`src/rtl/ram_arbiter.sv`:
```
// Two-requester round-robin arbiter in front of a single-port RAM with combinational read data.
// Each access takes a grant cycle, one RAM cycle and one response cycle.
module ram_arbiter #(
  parameter int unsigned ADDR_W = 10
) (
  input  logic              CLK,
  input  logic              RST_N,
  input  logic              a_req,
  input  logic              a_we,
  input  logic [ADDR_W-1:0] a_addr,
  input  logic [31:0]       a_wdata,
  input  logic              b_req,
  input  logic              b_we,
  input  logic [ADDR_W-1:0] b_addr,
  input  logic [31:0]       b_wdata,
  output logic              a_gnt,
  output logic              a_rvalid,
  output logic [31:0]       a_rdata,
  output logic              b_gnt,
  output logic              b_rvalid,
  output logic [31:0]       b_rdata,
  output logic              ram_we,
  output logic              ram_re,
  output logic [ADDR_W-1:0] ram_addr,
  output logic [31:0]       ram_wdata,
  input  logic [31:0]       ram_rdata
);

  typedef enum logic [1:0] {StIdle, StAccess, StResp} state_e;

  state_e            state_q, state_d;
  logic              last_owner_q;  // 1 = B, so A wins the first tie after reset
  logic              owner_q;       // 1 = B
  logic              we_q;
  logic [ADDR_W-1:0] addr_q;
  logic [31:0]       wdata_q;
  logic [31:0]       rdata_q;

  logic can_grant, gnt_a, gnt_b, granted, in_access, in_resp;

  // Grants are gated by RST_N so nothing is granted while reset is asserted.
  always_comb begin
    can_grant = RST_N && (state_q != StAccess);
    gnt_a     = can_grant && a_req && (!b_req || last_owner_q);
    gnt_b     = can_grant && b_req && (!a_req || !last_owner_q);
    granted   = gnt_a || gnt_b;
  end

  always_comb begin
    state_d = state_q;
    unique case (state_q)
      StIdle:   if (granted) state_d = StAccess;
      StAccess: state_d = StResp;
      StResp:   state_d = granted ? StAccess : StIdle;
      default:  state_d = StIdle;
    endcase
  end

  always_ff @(posedge CLK or negedge RST_N) begin
    if (!RST_N) begin
      state_q      <= StIdle;
      last_owner_q <= 1'b1;
      owner_q      <= 1'b0;
      we_q         <= 1'b0;
      addr_q       <= '0;
      wdata_q      <= '0;
      rdata_q      <= '0;
    end else begin
      state_q <= state_d;
      if (granted) begin
        last_owner_q <= gnt_b;
        owner_q      <= gnt_b;
        we_q         <= gnt_b ? b_we    : a_we;
        addr_q       <= gnt_b ? b_addr  : a_addr;
        wdata_q      <= gnt_b ? b_wdata : a_wdata;
      end
      // Writes return zero data in the response cycle.
      if (state_q == StAccess) rdata_q <= we_q ? 32'h0 : ram_rdata;
    end
  end

  always_comb begin
    in_access = (state_q == StAccess);
    in_resp   = (state_q == StResp);
    a_gnt     = gnt_a;
    b_gnt     = gnt_b;
    ram_we    = in_access && we_q;
    ram_re    = in_access && !we_q;
    ram_addr  = in_access ? addr_q : '0;
    ram_wdata = in_access ? wdata_q : 32'h0;
    a_rvalid  = in_resp && !owner_q;
    b_rvalid  = in_resp && owner_q;
    a_rdata   = a_rvalid ? rdata_q : 32'h0;
    b_rdata   = b_rvalid ? rdata_q : 32'h0;
  end

endmodule

```
`config.mk`:
```
export PLATFORM = sky130hd
export DESIGN_NAME = ram_arbiter
export DESIGN_NICKNAME = d
export VERILOG_FILES = /design/src/rtl/ram_arbiter.sv
export SDC_FILE = /design/constraint.sdc
export NUM_CORES = 1
export LEC_CHECK = 0
export CAP_MARGIN = 5
export CORE_MARGIN = 1
export CORE_UTILIZATION = 37
export CTS_BUF_LIST = sky130_fd_sc_hd__clkbuf_16
export DETAILED_ROUTE_END_ITERATION = 10
export PLACE_DENSITY = 0.8
export SLEW_MARGIN = 10
export SYNTH_ARGS = -nofsm -noshare
export SYNTH_HDL_FRONTEND = slang
export SYNTH_SLANG_ARGS = --single-unit
```
`constraint.sdc`:
```
create_clock -name CLK -period 1.55 [get_ports CLK]
set_clock_uncertainty 0.2 [all_clocks]
set_input_delay 0.155 -clock CLK [delete_from_list [all_inputs] [get_ports CLK]]
set_output_delay 0.155 -clock CLK [all_outputs]
set_load 0.03 [all_outputs]
```
==> impl_metrics.toml, run 1 <==
[run_status]
status = "complete, but fails checks"
failed_checks = "negative hold slack, negative setup slack"

[layout]
layoutNonFillerInstCount = 973
area_growth_pct = 107
final.fill_count = 720
multi_input_area_um2 = 3470
nets = 924
area.sequential_um2 = 1980
antennaDiodeCount = 0
fraction_of_final_layout_cells_with_drive_strength_greater_than_1_pct = 48.7

[synthesis]
ys_seq_elements = 79
netlist_area_um2 = 4710
post_synth_most_frequent_cells = "sky130_fd_sc_hd__and2_1 (107), sky130_fd_sc_hd__a31oi_1 (90), sky130_fd_sc_hd__dfrtp_1 (78)"
synthesis.area_per_instance_um2 = 8.70
yosys.cell_count.top_type = "sky130_fd_sc_hd__and2_1"
synth.top_cell.area_share_pct = 41.4
synth_net_count = 664
yosys-top-cells-area = "sky130_fd_sc_hd__dfrtp_1 (41%), sky130_fd_sc_hd__and2_1 (14%), sky130_fd_sc_hd__a31oi_1 (12%), sky130_fd_sc_hd__o31ai_1 (6.8%), sky130_fd_sc_hd__nand4_1 (5.7%)"
synth_area_leader_cell = "sky130_fd_sc_hd__dfrtp_1"
yosys_warning_total = 0
synth_edf_count = 0
ys.flop_type = "sky130_fd_sc_hd__dfrtp_1"
synth-async-reset-ratio_pct = 100
synth.distinct_cells = 25
post_synthesis_cell_count = 542
synth_seq_area_share_pct = 42.0

[timing]
final_min_period_over_clock_period_pct = 125
max_freq_mhz = 514
timing_hold_violations_final = 31
timing.final.setup_violations = 190
hold_slack_ps = -271
fin_tns_setup_ps = -53750
worst-slew-pin-transition_ps = 710
setup_repair_after_global_routing_missed_its_margin = "true"
layout_setup_ws_ps = -395
maxSlewViolCount = 0
final_worst_path_period_need_ps = 1950
timing.max_slew.rel_slack_pct = 52.7

[global_route]
antenna_found_initial = 0
largest_net_degree_at_the_start_of_global_routing = 97
grt_util_met2_pct = 49.4
track_usage_pct = 28.2
grt_pass1_vias = 5585
groute.layer.met1.usage_pct = 31.5
grt.met3_usage_pct = 6.75
remaining_global_route_overflow = 0
grt_first_pass_wirelength_um = 28700
busiest_layer = "met2"

[cts]
clk_transition_reported_paths_ps = 60
clock-sinks = 79
cts_max_path_buffers = 2
root_buffer = "sky130_fd_sc_hd__clkbuf_16"
cts_inserted_buffers = 9
cts_tree = "yes"
cts_max_level = 3
postCtsHoldBufs = 1
clock_latency_ps = 340

[power_and_ir_drop]
power_density_nw_per_um2 = 915
vdd.ir_drop.worst_mv = 0.504
design_power_total_mw = 8.93
p_leak_nw = 4.05

[floorplan]
io_pins = 234
core_um2 = 12200
floorplan.die.width_um = 115
die_area_um2 = 13200
initial_core_util_pct = 38.6
die_y_um = 115
num_rows = 40

[critical_path]
endpoint_of_the_worst_setup_timing_path = "ram_re"
r2r-end = "addr_q[3]"
critPathMostFrequentCell = "sky130_fd_sc_hd__buf_6"
cp.depth = 6
critical_path.slowest_cell = "sky130_fd_sc_hd__dfrtp_1"
worst_case_register_to_register_setup_slack_ps = -380
cp_top_family = "buffers and inverters"
critPathCaptureType = "output port"
worst_ep_arrival_time_ps = 1590
worst-r2r-cell-count = 8
setup.worst_path.start = "state_q[1]"
critPathBufInv = 4
cp_cell_sequence = "nand2b_4 > buf_6 > buf_6 > buf_12 > nor2_4 > buf_6"
critical_path_peak_fanout = 8
path_class = "flip-flop to output port"
setup.worst_path.start_class = "flip-flop"
critical_path.reg2reg.startpoint = "state_q[0]"
critPathRequiredTime_ps = 1190
cpPeakStageDelay_ps = 400

[run]
timing.max_cap.violations = 0

[route]
detailedRoute.firstIterationViolations = 549
final_antenna_net_count = 0
drt-pass1-iter-count = 5
post-route-drc-count = 0
detail_route.wl_per_cell_um = 22.9
routed_wl_um = 22300
detail_route.vias_per_cell = 6.03
vias = 5871

[placement]
port-buffer-count = 233
globalplace.congestion = 0.779
final_hpwl_dp_um = 10400
cell_total_after_placement = 899

[worst_hold_path]
hp-class = "input pin to async pin"
==> cells in the final DEF, fill, tap and decap left out, types with 16 or more instances in the layout <==
cell type and n:
sky130_fd_sc_hd__buf_4 22, sky130_fd_sc_hd__a31oi_4 23, sky130_fd_sc_hd__nand4_1 43, sky130_fd_sc_hd__a31oi_1 61, sky130_fd_sc_hd__and2_4 92, sky130_fd_sc_hd__nand2_2 16
sky130_fd_sc_hd__dfrtp_1 77, sky130_fd_sc_hd__o31ai_4 19, sky130_fd_sc_hd__clkbuf_16 17, sky130_fd_sc_hd__buf_12 27, sky130_fd_sc_hd__o31ai_1 16, sky130_fd_sc_hd__nand2_1 48
sky130_fd_sc_hd__clkdlybuf4s50_1 119, sky130_fd_sc_hd__buf_6 116, sky130_fd_sc_hd__nand3b_1 32
==> how the worst min path moves through the flow <==
| stage | from | endpoint | slack, ps | cells past startpoint |
|---|---|---|---|---|
| 6_report | RST_N | wdata_q[10] | -270 | 2 |
| 5_1_grt | RST_N | wdata_q[10] | -260 | 2 |
| 3_3_place_gp | RST_N | owner_q | -5 | 2 |
| 4_1_cts | RST_N | wdata_q[16] | -300 | 2 |
| 3_5_place_dp | RST_N | owner_q | 2 | 2 |
| 2_1_floorplan | RST_N | addr_q[0] | -340 | 0 |
==> routing by layer <==
layer	wire length, um	vias up
met3	1750	96
met2	11600	408
met5	0	-
met1	7770	2844
met4	1140	0
li1	-	2523
==> cells by family after synthesis <==
group	share of synthesized area, %
DFF	42.0
AOI/OAI and AO/OA	19.2
buffers and inverters	7.19
and+or+nand+nor	31.6
==> timing repair <==
action,4_1_cts,5_1_grt
endpoints found under the hold margin,44,31
buffers inserted,22,17
gates cloned,16,12
pin swaps,70,100
setup endpoints to repair,156,190
resized for setup,205,170
==> registers in the layout (all words and copies together) (netlist names) <==
name          count
we_q              1
addr_q           10
owner_q           1
last_owner_q      1
wdata_q          32
state_q           2
rdata_q          32
==> layout make-up <==
cell class / instances / area share (%)
timing repair inverter: 1 / 0.167
tap: 168 / 2.15
timing repair buffer: 313 / 39.1
sequential: 79 / 20.3
clock buffer: 9 / 2.31
inverter: 2 / 0.205
clock inverter: 5 / 0.205
multi-input combinational: 396 / 35.5
==> report_power, final <==
part	switching (mW)	internal, mW	leakage [nW]	total (mW)
clock	0.827	1.04	0.129	1.87
sequential	0.469	2.54	0.943	3.01
combinational	1.98	2.07	2.98	4.05
total	3.28	5.65	4.05	8.93
==> worst register-to-register path: stages (launching register included) <==
cell	delay (ps)
sky130_fd_sc_hd__dfrtp_2	450
sky130_fd_sc_hd__nand2b_4	170
sky130_fd_sc_hd__buf_6	120
sky130_fd_sc_hd__buf_6	130
sky130_fd_sc_hd__buf_12	160
sky130_fd_sc_hd__buf_12	120
sky130_fd_sc_hd__buf_12	110
sky130_fd_sc_hd__nand4_1	130
sky130_fd_sc_hd__a31oi_1	260
==> per-stage QoR <==
step | setup WS, ps | util (%) | instance area, um^2
floorplan | -58.9 | - | 4870
global placement | -299 | 58.9 | 7190
detailed placement | -379 | 58.9 | 7190
CTS | -353 | 72.5 | 8850
global route | -451 | 80.0 | 9760
finish | -395 | 80.0 | 9760
Note: power is estimated with default switching activity, not from simulation.
==> inputs of run 2 (changes only) <==
- CORE_MARGIN: 1 -> 2
- CTS_CLUSTER_SIZE: unset -> 14
==> impl_metrics.toml, run 2 (synthesis gave the netlist of run 1 again) <==
[layout]
layout.cells.most_common = "sky130_fd_sc_hd__buf_6"
antennaDiodeCount = 0
largestRegisters = "rdata_q: 32 flops, wdata_q: 32 flops, addr_q: 10 flops"
nets = 945
fraction_of_final_layout_cells_with_drive_strength_greater_than_1_pct = 45.3
layout.cells.most_common_list = "sky130_fd_sc_hd__buf_6 (129), sky130_fd_sc_hd__clkdlybuf4s50_1 (120), sky130_fd_sc_hd__a31oi_1 (90)"
area_growth_pct = 105
final.fill_count = 766

[floorplan]
num_rows = 41
die_area_um2 = 13700
floorplan.die.width_um = 117
initial_core_util_pct = 37.7
io_pins = 234
core_um2 = 12500
die_y_um = 117

[timing]
timing.final.setup_violations = 191
maxSlewViolCount = 0
setup_repair_after_global_routing_missed_its_margin = "true"
worst-slew-pin-transition_ps = 677
layout_setup_ws_ps = -486
final_min_period_over_clock_period_pct = 131
timing.max_slew.rel_slack_pct = 54.8
timing_hold_violations_final = 0
final_worst_path_period_need_ps = 2040
max_freq_mhz = 491

[power_and_ir_drop]
design_power_total_mw = 8.91
power_frac_clock_pct = 23.1
p_leak_nw = 4.12
swShare_pct = 35.2
power_switching_mw = 3.13
p_int_mw = 5.78
combPwrFrac_pct = 44.0
seqPwrFrac_pct = 32.9
vdd.ir_drop.worst_mv = 0.560
power_density_nw_per_um2 = 924

[cts]
clock_latency_ps = 330
clk_transition_reported_paths_ps = 60
cts_max_path_buffers = 2
root_buffer = "sky130_fd_sc_hd__clkbuf_16"
cts_tree = "yes"
cts_inserted_buffers = 9
clock-sinks = 79
cts_max_level = 3

[critical_path]
critical_path_peak_fanout = 17
cpPeakStageDelay_ps = 390
critPathRequiredTime_ps = 1190
setup.worst_path.start_class = "flip-flop"
worst-r2r-cell-count = 9
critPathCaptureType = "output port"
cp_cell_sequence = "buf_6 > and3b_2 > buf_12 > and2_2 > buf_6"
critPathMostFrequentCell = "sky130_fd_sc_hd__buf_6"
path_class = "flip-flop to output port"
critical_path.slowest_cell = "sky130_fd_sc_hd__dfrtp_1"
worst_ep_arrival_time_ps = 1680

[global_route]
grt_first_pass_wirelength_um = 26500
largest_net_degree_at_the_start_of_global_routing = 74
antenna_found_initial = 0
grt_pass1_vias = 5177
remaining_global_route_overflow = 0
track_usage_pct = 24.9

[worst_hold_path]
hp-class = "input pin to async pin"

[placement]
final_hpwl_dp_um = 10900
globalplace.congestion = 0.810
dp_slack_ps = -273
port-buffer-count = 233

[route]
vias = 5885
final_antenna_net_count = 0
post-route-drc-count = 0
drt-pass1-iter-count = 5
detail_route.vias_per_cell = 5.89
detailedRoute.firstIterationViolations = 652
detail_route.wl_per_cell_um = 21.9
routed_wl_um = 21900

[run_status]
status = "complete, but fails checks"
failed_checks = "negative setup slack"

[run]
timing.max_cap.violations = 0
## run 2: routing by layer
layer	GRT usage [%]	up-vias	part of all wire, %
met5	0	-	0
met4	10.4	0	4.2
met3	4.53	83	8.7
met2	45.3	402	52
met1	28.8	2855	35
li1	-	2545	-
## run 2: final cells by class
cell class	instances	area [um^2]	area share (%)
inverters	2	20.0	0.207
clock buffers	9	225	2.33
repair buffers	339	4040	41.8
flip-flops and latches	79	1980	20.5
well taps	172	215	2.23
clock inverters	7	56.3	0.584
multi-input cells	392	3120	32.3
## run 2: power by group through the flow
stage               combinational, mW  sequential (mW)  clock [mW]
global route                     4.11             2.98        2.14
CTS                              3.23             2.87        2.07
floorplan                        1.58             2.76           0
global placement                 2.50             2.86           0
finish                           3.92             2.93        2.06
detailed placement               2.57             2.90           0
## run 2: through the flow
step / instances / utilization [%] / hold WS (ps) / instance area (um^2) / setup TNS [ps]
2_1_floorplan: 542 / - / -341 / 4870 / -2460
3_3_place_gp: 916 / 57.7 / -40.5 / 7220 / -12970
3_5_place_dp: 916 / 57.7 / -28.2 / 7220 / -16430
4_1_cts: 957 / 68.8 / 172 / 8610 / -52160
5_1_grt: 1000 / 77.1 / 183 / 9650 / -75720
6_report: 1000 / 77.1 / 158 / 9650 / -67710
## run 2: final timing paths
check                                   from  slack [ps]            to
worst max register to register    state_q[0]        -400    wdata_q[2]
worst max-delay path              state_q[0]        -490   b_rdata[28]
max in group asynchronous              RST_N         570  last_owner_q
worst min register to register   rdata_q[24]         280   rdata_q[24]
min in group CLK                ram_rdata[6]         180    rdata_q[6]
worst min-delay path                   RST_N         160     addr_q[8]
## run 2: timing repair
action | CTS | global route
hold endpoints to repair | 82 | 0
setup buffers | 13 | 37
pin swaps | 57 | 62
hold buffers | 1 | 0
cloned | 11 | 16
setup endpoints to repair | 133 | 188
gates resized for setup | 188 | 116
## run 2: worst max-delay path: cells and delay by family, from the launching register on
family	cells	cell delay, ps
buffers and inverters	3	430
DFF	1	390
and+or+nand+nor	2	510
==> inputs of run 3 (changes only) <==
- CORE_ASPECT_RATIO: unset -> 1.75
==> impl_metrics.toml, run 3 (synthesis gave the netlist of run 1 again) <==
[run_status]
status = "complete, but fails checks"
failed_checks = "negative setup slack"

[critical_path]
cp_top_family = "buffers and inverters"
r2r-end = "wdata_q[21]"
worst_ep_arrival_time_ps = 1640
cpPeakStageDelay_ps = 390
critical_path.slowest_cell = "sky130_fd_sc_hd__dfrtp_1"
worst-r2r-cell-count = 9
path_class = "flip-flop to output port"
worst_case_register_to_register_setup_slack_ps = -400
critPathRequiredTime_ps = 1190
critPathCaptureType = "output port"
cp_cell_sequence = "buf_6 > nor3b_4 > buf_6 > buf_12 > and2_2 > buf_6"
critical_path_peak_fanout = 17
setup.worst_path.start_class = "flip-flop"
critPathBufInv = 4
critPathMostFrequentCell = "sky130_fd_sc_hd__buf_6"
critical_path.reg2reg.startpoint = "state_q[0]"

[cts]
clock_latency_ps = 330
clock-sinks = 79
clk_transition_reported_paths_ps = 60
root_buffer = "sky130_fd_sc_hd__clkbuf_16"
cts_inserted_buffers = 9
cts_max_level = 3
cts_max_path_buffers = 2
cts_tree = "yes"

[route]
met1_length_um = 7480
routed_wl_um = 23300
post-route-drc-count = 0
detailedRoute.firstIterationViolations = 392
met3RoutedLength_um = 1870
vias = 6021
wl_met2_um = 12500
final_antenna_net_count = 0
detail_route.wl_per_cell_um = 23.4
dr.max_layer_used = "met4"
detail_route.vias_per_cell = 6.04
drt-pass1-iter-count = 5

[power_and_ir_drop]
power_density_nw_per_um2 = 946
p_leak_nw = 4.20
vdd.ir_drop.worst_mv = 0.773
design_power_total_mw = 9.28

[placement]
dp_slack_ps = -354
port-buffer-count = 233
globalplace.congestion = 0.852
postPlaceCellArea_um2 = 7250
cell_total_after_placement = 912
final_hpwl_dp_um = 11700

[global_route]
track_usage_pct = 30.5
largest_net_degree_at_the_start_of_global_routing = 69
grt_first_pass_wirelength_um = 32100
grt_pass1_vias = 6066
remaining_global_route_overflow = 0
antenna_found_initial = 1

[layout]
layout.cells.most_common = "sky130_fd_sc_hd__buf_6"
layout.cells.most_common_list = "sky130_fd_sc_hd__buf_6 (125), sky130_fd_sc_hd__clkdlybuf4s50_1 (120), sky130_fd_sc_hd__dfrtp_1 (78)"
layoutNonFillerInstCount = 997
nets = 946
fin_area_um2 = 9820
largestRegisters = "rdata_q: 32 flops, wdata_q: 32 flops, addr_q: 10 flops"
area_growth_pct = 108
final_core_density_pct = 79.0
final.fill_count = 719
fraction_of_final_layout_cells_with_drive_strength_greater_than_1_pct = 46.0

[timing]
maxSlewViolCount = 0
timing.final.setup_violations = 190
layout_setup_ws_ps = -445
setup_repair_after_global_routing_missed_its_margin = "true"
hold_slack_ps = 81.1
final_worst_path_period_need_ps = 2000
final_min_period_over_clock_period_pct = 129
max_freq_mhz = 501
fin_tns_setup_ps = -65070
timing.max_slew.rel_slack_pct = 66.5
worst-slew-pin-transition_ps = 502
timing_hold_violations_final = 0

[run]
timing.max_cap.violations = 0

[floorplan]
io_pins = 234
die_y_um = 153
die_area_um2 = 13700
core_um2 = 12400
initial_core_util_pct = 37.9
num_rows = 54
floorplan.die.width_um = 89.3

[worst_hold_path]
hp-class = "input pin to async pin"
run 3: cell types whose count changed in the layout (fill, tap and decap cells not counted), moves of 8 or more:
cell,delta
sky130_fd_sc_hd__o31ai_1,+23
sky130_fd_sc_hd__o31ai_4,-19
sky130_fd_sc_hd__a31oi_1,-18
sky130_fd_sc_hd__buf_16,+14
sky130_fd_sc_hd__nand2_1,-13
sky130_fd_sc_hd__nand2_2,+13
sky130_fd_sc_hd__a31oi_2,+10
sky130_fd_sc_hd__and2_4,-10
sky130_fd_sc_hd__a31oi_4,+8
sky130_fd_sc_hd__clkbuf_16,-8
run 3: final cells by class:
class | count | area (um^2) | share of cell area (%)
Timing Repair Buffer | 339 | 4240 | 43.2
Multi-Input combinational cell | 392 | 3050 | 31.0
Sequential cell | 79 | 1980 | 20.1
Clock buffer | 9 | 225 | 2.29
Tap cell | 168 | 210 | 2.14
Clock inverter | 6 | 87.6 | 0.892
Inverter | 2 | 20.0 | 0.204
Timing Repair inverter | 1 | 8.76 | 0.0892
Antenna cell | 1 | 2.50 | 0.0255
run 3: worst max-delay path by stage:
stage / from / endpoint / slack, ps / depth (start not counted)
after floorplan: state_q[1] / ram_wdata[27] / -60 / 6
after global routing: state_q[0] / a_rdata[17] / -490 / 6
after global placement: a_req / state_q[0] / -240 / 5
final: state_q[0] / a_rdata[17] / -450 / 6
after CTS: state_q[1] / a_rdata[8] / -400 / 6
after detailed placement: b_req / wdata_q[4] / -350 / 5
run 3: routing by layer:
layer,up-vias,track usage (%)
li1,2560,-
met1,2893,32.7
met5,-,0
met3,116,5.89
met2,452,53.3
met4,0,17.8
run 3: power breakdown:
group	internal (mW)	total (mW)	switching [mW]
registers	2.54	2.95	0.411
clock network	1.40	2.25	0.855
logic	2.13	4.08	1.94
total	6.07	9.28	3.21
run 3: timing repair:
action / 4_1_cts / 5_1_grt
setup buffers: 22 / 16
endpoints found under the setup margin: 174 / 190
hold buffers: 3 / 1
pin swaps: 33 / 26
gates resized for setup: 227 / 65
endpoints found under the hold margin: 80 / 1
gates cloned: 24 / 7
run 3: worst min-delay path, cell delays in order:
cell                             delay, ps
sky130_fd_sc_hd__buf_6                 100
sky130_fd_sc_hd__dlymetal6s4s_1        420
sky130_fd_sc_hd__buf_6                 330
